File: config.mk
export PLATFORM = sky130hd
export DESIGN_NAME = uart_tx
export DESIGN_NICKNAME = d
export VERILOG_FILES = /design/src/rtl/uart_tx.sv
export SDC_FILE = /design/constraint.sdc
export NUM_CORES = 1
export LEC_CHECK = 0
export CAP_MARGIN = 25
export CORE_MARGIN = 2
export CORE_UTILIZATION = 50
export CTS_CLUSTER_SIZE = 28
export DETAILED_ROUTE_END_ITERATION = 10
export GPL_TIMING_DRIVEN = 0
export PLACE_DENSITY = 0.77
export SLEW_MARGIN = 20
export SYNTH_ARGS = -nofsm -noshare
export SYNTH_HDL_FRONTEND = slang
export SYNTH_SLANG_ARGS = --single-unit
File: constraint.sdc
create_clock -name clk -period 2 [get_ports clk]
set_input_delay 0.2 -clock clk [delete_from_list [all_inputs] [get_ports clk]]
set_output_delay 0.2 -clock clk [all_outputs]
set_load 0.01 [all_outputs]
File: src/rtl/uart_tx.sv
// uart_tx: LSB-first UART serialiser paced by rising edges of baud_tick; byte in via tx_data/tx_valid/tx_ready, serial out on tx, status tx_busy/tx_done
module uart_tx #(
  parameter int DATA_BITS  = 8,
  parameter int PARITY_EN  = 0,
  parameter int PARITY_ODD = 0,
  parameter int STOP_BITS  = 1
) (
  input  logic                 clk,
  input  logic                 rst,
  input  logic                 baud_tick,
  input  logic [DATA_BITS-1:0] tx_data,
  input  logic                 tx_valid,
  output logic                 tx_ready,
  output logic                 tx,
  output logic                 tx_busy,
  output logic                 tx_done
);
  localparam int CW = $clog2(DATA_BITS + 1);
  localparam logic [CW-1:0] LAST = CW'(DATA_BITS - 1);
  typedef enum logic [2:0] {IDLE, SYNC, START, DATA, PARITY, STOP} state_e;
  state_e state_q, state_d;
  logic [DATA_BITS-1:0] shift_q, shift_d;
  logic [CW-1:0] bit_cnt_q, bit_cnt_d;
  logic stop_cnt_q, stop_cnt_d, par_q, par_d, tx_q, tx_d, done_q, done_d, baud_q, strobe, accept;
  assign strobe = baud_tick & ~baud_q;
  assign tx_ready = (state_q == IDLE) && !done_q;
  assign accept = tx_valid & tx_ready;
  assign tx = tx_q;
  assign tx_busy = state_q != IDLE;
  assign tx_done = done_q;
  always_comb begin
    state_d = state_q;
    shift_d = shift_q;
    bit_cnt_d = bit_cnt_q;
    stop_cnt_d = stop_cnt_q;
    par_d = par_q;
    tx_d = tx_q;
    done_d = 1'b0;
    case (state_q)
      IDLE: begin
        tx_d = 1'b1;
        if (accept) begin
          state_d = SYNC;
          shift_d = tx_data;
          par_d = (^tx_data) ^ 1'(PARITY_ODD);
          stop_cnt_d = 1'(STOP_BITS - 1);
        end
      end
      SYNC: if (strobe) begin
        tx_d = 1'b0;
        state_d = START;
      end
      START: if (strobe) begin
        tx_d = shift_q[0];
        bit_cnt_d = '0;
        state_d = DATA;
      end
      DATA: if (strobe) begin
        shift_d = shift_q >> 1;
        bit_cnt_d = bit_cnt_q + 1'b1;
        if (bit_cnt_q == LAST) begin
          state_d = PARITY_EN != 0 ? PARITY : STOP;
          tx_d = PARITY_EN != 0 ? par_q : 1'b1;
        end else tx_d = shift_q[1];
      end
      PARITY: if (strobe) begin
        tx_d = 1'b1;
        state_d = STOP;
      end
      STOP: if (strobe) begin
        if (stop_cnt_q) stop_cnt_d = 1'b0;
        else begin
          state_d = IDLE;
          done_d = 1'b1;
        end
      end
      default: state_d = IDLE;
    endcase
  end
  always_ff @(posedge clk) begin
    if (rst) begin
      state_q <= IDLE;
      shift_q <= '0;
      bit_cnt_q <= '0;
      stop_cnt_q <= 1'b0;
      par_q <= 1'b0;
      tx_q <= 1'b1;
      done_q <= 1'b0;
      baud_q <= 1'b0;
    end else begin
      state_q <= state_d;
      shift_q <= shift_d;
      bit_cnt_q <= bit_cnt_d;
      stop_cnt_q <= stop_cnt_d;
      par_q <= par_d;
      tx_q <= tx_d;
      done_q <= done_d;
      baud_q <= baud_tick;
    end
  end
endmodule

After elaboration in Yosys (flattened, before gate mapping)

Index checks and enable logic that the tools add are counted.

Register bits: 19
Input bits: 12
Output and inout bits: 4
Logic and storage cells: 65

Add/subtract/negate cells: 1
Equal/unequal tests: 14
Mux-type cells: 24
Bitwise operators: 5
Reductions and logical operators: 14

Operator list:

| kind                  | number |
|---|---|
| $mux W3               | 8 |
| $pmux W3 S6           | 1 |
| $mux W8               | 2 |
| $ne A2 B2 Y1 const B  | 8 |
| $pmux W8 S2           | 1 |
| $reduce_and A3 Y1     | 3 |
| $mux W4               | 2 |
| $pmux W4 S2           | 1 |
| $reduce_and A8 Y1     | 1 |
| $mux W1               | 7 |
| $eq A3 B2 Y1 const B  | 2 |
| $eq A3 B3 Y1 const B  | 2 |
| $reduce_bool A2 Y1    | 3 |
| $pmux W1 S5           | 1 |
| $reduce_and A5 Y1     | 1 |
| $reduce_bool A5 Y1    | 1 |
| $add A4 B1 Y4 const B | 1 |
| $eq A4 B3 Y1 const B  | 1 |
| $eq A3 B1 Y1 const B  | 1 |
| $logic_not A3 Y1      | 1 |
| $not A1 Y1            | 3 |
| $reduce_bool A3 Y1    | 1 |
| $reduce_or A3 Y1      | 1 |
| $and A1 B1 Y1         | 2 |
| 3 further kinds       | 3 |

Longest topological paths before layout

Depth in word-level cells: 5
Gate-level depth with buffers: 5
Gate-level depth less buffers: 5

Worst setup path after synthesis

Ideal clock, no wire load.

Path kind: reg2reg
From: reg state_q[0]
To: reg shift_q[4]
Setup time: 0.079 ns
Arrival: 1.443 ns
Required time: 1.921 ns
Setup slack: 0.477 ns
Cell stages (with the launch flop): 6
Path buffers: 1
Clock period less this slack: 1.523 ns
Cells stage by stage: dfxtp_1 or4b_4 a21oi_4 buf_6 nor2_1 a211oi_2

Cells in the longest elaborated chain, start to end: 5
Elaborated cells on any way between the ends: 9
Classes of those cells: eq/ne: 3; mux: 1; bitwise: 1; reduce/logical: 4

Ends and longest elaborated chain:

| item                        | line   | text |
|---|---|---|
| from (decl)                 | 21     | `state_e state_q, state_d;` |
| from (signal assigned)      | 91     | `state_q <= state_d;` |
| $logic_not A3 Y1            | 26, 39 |  |
| $logic_and A1 B1 Y1         | 26     | `assign tx_ready = (state_q == IDLE) && !done_q;` |
| $and A1 B1 Y1               | 27     | `assign accept = tx_valid & tx_ready;` |
| $ne A2 B2 Y1 (no line)      | --     |  |
| $reduce_and A3 Y1 (no line) | --     |  |
| to (signal assigned)        | 92     | `shift_q <= shift_d;` |
| to (decl)                   | 22     | `logic [DATA_BITS-1:0] shift_q, shift_d;` |

Several ways; a longest one is shown, not always the timed one.
A chain may end at the register's enable or synchronous reset.

Worst setup path in the final report

From: reg state_q[1]
To: out tx_ready

Cells in the longest elaborated chain, start to end: 2

Ends and longest elaborated chain:

| item                | line | text |
|---|---|---|
| $logic_not A3 Y1    | 26   |  |
| $logic_and A1 B1 Y1 | 26   |  |
| to (decl)           | 13   | `output logic tx_ready,` |

No other way between the ends.

==> run_results.csv <==
group,metric,value,unit
timing,slew_headroom,64.41,%
global_route,grt_overflow,0,
timing,hold_viol,0,
setup_path,setup.worst_path.start_class,"flop",
detailed_routing,drtIter0Drc,12,
clock_network,cts-root-buf,"clkbuf_4",
cells_and_area,layout_commonest_cell,"dfxtp_1",
worst_hold_path,worstHoldPathType,"in2reg",
placed_design,dp.cells,131,
pwr,power_leakage,0.4237,nW
logic_synthesis,synth_mux_area_share,9.078,%
logic_synthesis,yosysUniqueCellTypes,29,
logic_synthesis,synthAdderAreaFrac,2.553,%
setup_path,end_kind,"primary output",
detailed_routing,avgRoutedWirePerCell,12.30,um
setup_path,worst-path-max-fanout,10,
setup_path,r2r-end,"shift_q[6]",
pwr,power_density,713.2,mW/mm2
logic_synthesis,yosysWarnings,0,
timing,rsz0062_at_grt,"no",
cells_and_area,n_antenna_cell,0,
die,core-area,0.001689,mm2
logic_synthesis,syn_area,882.1,um2
cells_and_area,fin_cells,135,
timing,tightest_slew,533.9,ps
timing,max_clock_freq,535.8,MHz
global_route,antenna_found_initial,0,
timing,min_period,1866,ps
logic_synthesis,syn_inst,100,
logic_synthesis,avgSynthCellArea,8.821,um2
setup_path,rr_worst_depth,5,
worst_hold_path,hold_end,"baud_q",
run,max_cap_viol_count,0,
clock_network,cts.sinks,18,
cells_and_area,layout_common_cells,"dfxtp_1, nor2_1, clkdlybuf4s50_1, mux2i_1",
clock_network,h-tree-depth,1,
logic_synthesis,synth_compound_area_share,19.86,%
timing,slew_viol_final,0,
logic_synthesis,synth_xor_area_share,0,%
detailed_routing,drt_first_pass_iters,4,
logic_synthesis,synth-seq-area-share,40.85,%
detailed_routing,drc,0,
worst_hold_path,min_from,"rst",
setup_path,crit_family,"buffers and inverters",
clock_network,path_clk_slew,100,ps
placed_design,gp_congestion,0.8148,
cells_and_area,layout.nets,132,
die,start_util,52.22,%
die,std_cell_rows,15,
setup_path,slowest_stage,"clkdlybuf4s50_1",
setup_path,worst_path_most_repeated_cell,"nor2_1",
placed_design,dp_hpwl,1.241,mm
timing,finalClockSkew,8.394,ps
die,die_h,46,um
clock_network,cts_buffers,3,
clock_network,cts_tree,"done",
setup_path,reg2reg_from,"state_q[0]",
timing,setup_viol,0,
setup_path,worst-path-buf-inv,2,
global_route,grt_max_degree,11,
setup_path,crit_cells,5,
pwr,p_total,0.0007710,W
pwr,vdd_drop_max,0.4426,mV
detailed_routing,vias,778,
logic_synthesis,synth_nets,113,
timing,fin_crit_sh,93.32,%
global_route,grt_pass1_vias,660,
clock_network,clk_path_buf_depth,2,
logic_synthesis,synth_seq_cells,18,
global_route,grtUsageTotal,18.45,%
logic_synthesis,synth_top_family_by_area,"simple AND/OR/NAND/NOR gates",
setup_path,cp-startpoint,"state_q[1]",
global_route,grt_first_pass_wirelength,2.829,mm
die,die-area,0.002116,mm2
status,status,"finished, final reports clean",
die,die_x,46,um
worst_hold_path,hold_path_depth,2,
cells_and_area,drive_gt1_share,11.02,%
clock_network,hold_buffers,0,
placed_design,io_buffers,14,
setup_path,worstPathArrival,1670,ps
setup_path,cpPeakStageDelay,530,ps
setup_path,path_cells,"clkbuf_2 -> nor2_1 -> nand2_1 -> nor2_1 -> clkdlybuf4s50_1",
logic_synthesis,synth_simple_gate_area_share,23.40,%
timing,tns,0,ps
detailed_routing,vias_per_cell,5.763,
detailed_routing,ant_nets,0,
detailed_routing,postRouteWirelength,1.660,mm
setup_path,cp.required,1800,ps
clock_network,clock_latency,290,ps
setup_path,r2r_setup_slack,360,ps
cells_and_area,areaGrowthSynthToFinish,22.55,%
die,boundaryPins,16,
setup_path,path_class,"reg2out",
flip-flops by register name (all words and copies together) (netlist names):
name	count
bit_cnt_q	4
state_q	3
tx	1
baud_q	1
shift_q	8
tx_done	1
per-layer routing:
metal / part of all wire (%) / up-vias / GRT usage [%]
met2: 48 / 12 / 30.00
met4: 0.72 / 0 / 8.571
met3: 3.3 / 2 / 2.381
met1: 48 / 367 / 23.91
met5: 0 / - / 0
li1: - / 397 / -
through the flow:
step | hold WS, ps | util (%) | instance area, um2 | setup slack (ps)
after floorplan | 328.2 | - | 882.1 | 477.3
after global placement | 476.9 | 61.78 | 1044 | 110.0
after detailed placement | 488.5 | 61.78 | 1044 | 109.9
after CTS | 294.9 | 63.93 | 1080 | 66.99
after global routing | 328.9 | 64.00 | 1081 | 11.40
final | 300.5 | 64.00 | 1081 | 133.6
worst max path at each step:
stage,endpoint,slack (ps)
3_5_place_dp,shift_q[5],110
3_3_place_gp,shift_q[5],110
4_1_cts,tx_busy,70
2_1_floorplan,shift_q[4],480
5_1_grt,tx_ready,10
6_report,tx_ready,130
cells in the mapped netlist (all sizes together):
master,count,area [um2]
a21oi,7,46.30
clkbuf,4,15.01
nor2,17,63.81
o21ai,4,20.02
nor3,3,15.01
and2,1,6.260
dfxtp,18,360.4
nand4b,1,8.760
buf,1,11.26
a21o,1,7.510
nand3b,1,7.510
ha,1,12.51
nand2,6,22.52
or4b,1,13.76
nor4,2,12.51
a211oi,7,67.57
o311ai,1,8.760
maj3,1,10.01
nor2b,4,25.02
inv,3,11.26
mux2i,8,80.08
a2111oi,1,8.760
nand3,4,20.02
nand4bb,1,11.26
a221oi,1,8.760
a22oi,1,7.510
worst register-to-register path: stages, from the launching register on:
cell and delay [ps]:
dfxtp_1 380, or4b_4 550, a21oi_4 240, buf_6 180, nor2_1 50, a211oi_2 180
cells by family after synthesis:
kind of cell               count (synthesis)
and+or+nand+nor                           41
AOI/OAI and AO/OA                         23
DFF                                       18
adders and majority gates                  2
buffers and inverters                      8
muxes                                      8
what timing repair did:
action                                 4_1_cts  5_1_grt
endpoints found under the hold margin        0        0
gates resized for setup                      0        2
buffers inserted                             0        0
setup endpoints to repair                    0        2
power by group:
group | internal (W) | switching [W] | total [W]
Combinational | 0.0000782 | 0.0000720 | 0.000150
Clock | 0.000111 | 0.000113 | 0.000224
Sequential | 0.000382 | 0.0000150 | 0.000397
Total | 0.000571 | 0.000200 | 0.000771
layout make-up:
| type | instances | area (um2) |
|---|---|---|
| clock buffer | 4 | 36.28 |
| fill | 152 | 608.1 |
| timing repair buffer | 14 | 140.1 |
| sequential | 18 | 360.3 |
| tap | 17 | 21.27 |
| multi-input combinational | 74 | 484.2 |
| inverter | 3 | 11.26 |
| buffer | 5 | 27.53 |
Note: power is estimated with default switching activity, not from simulation.
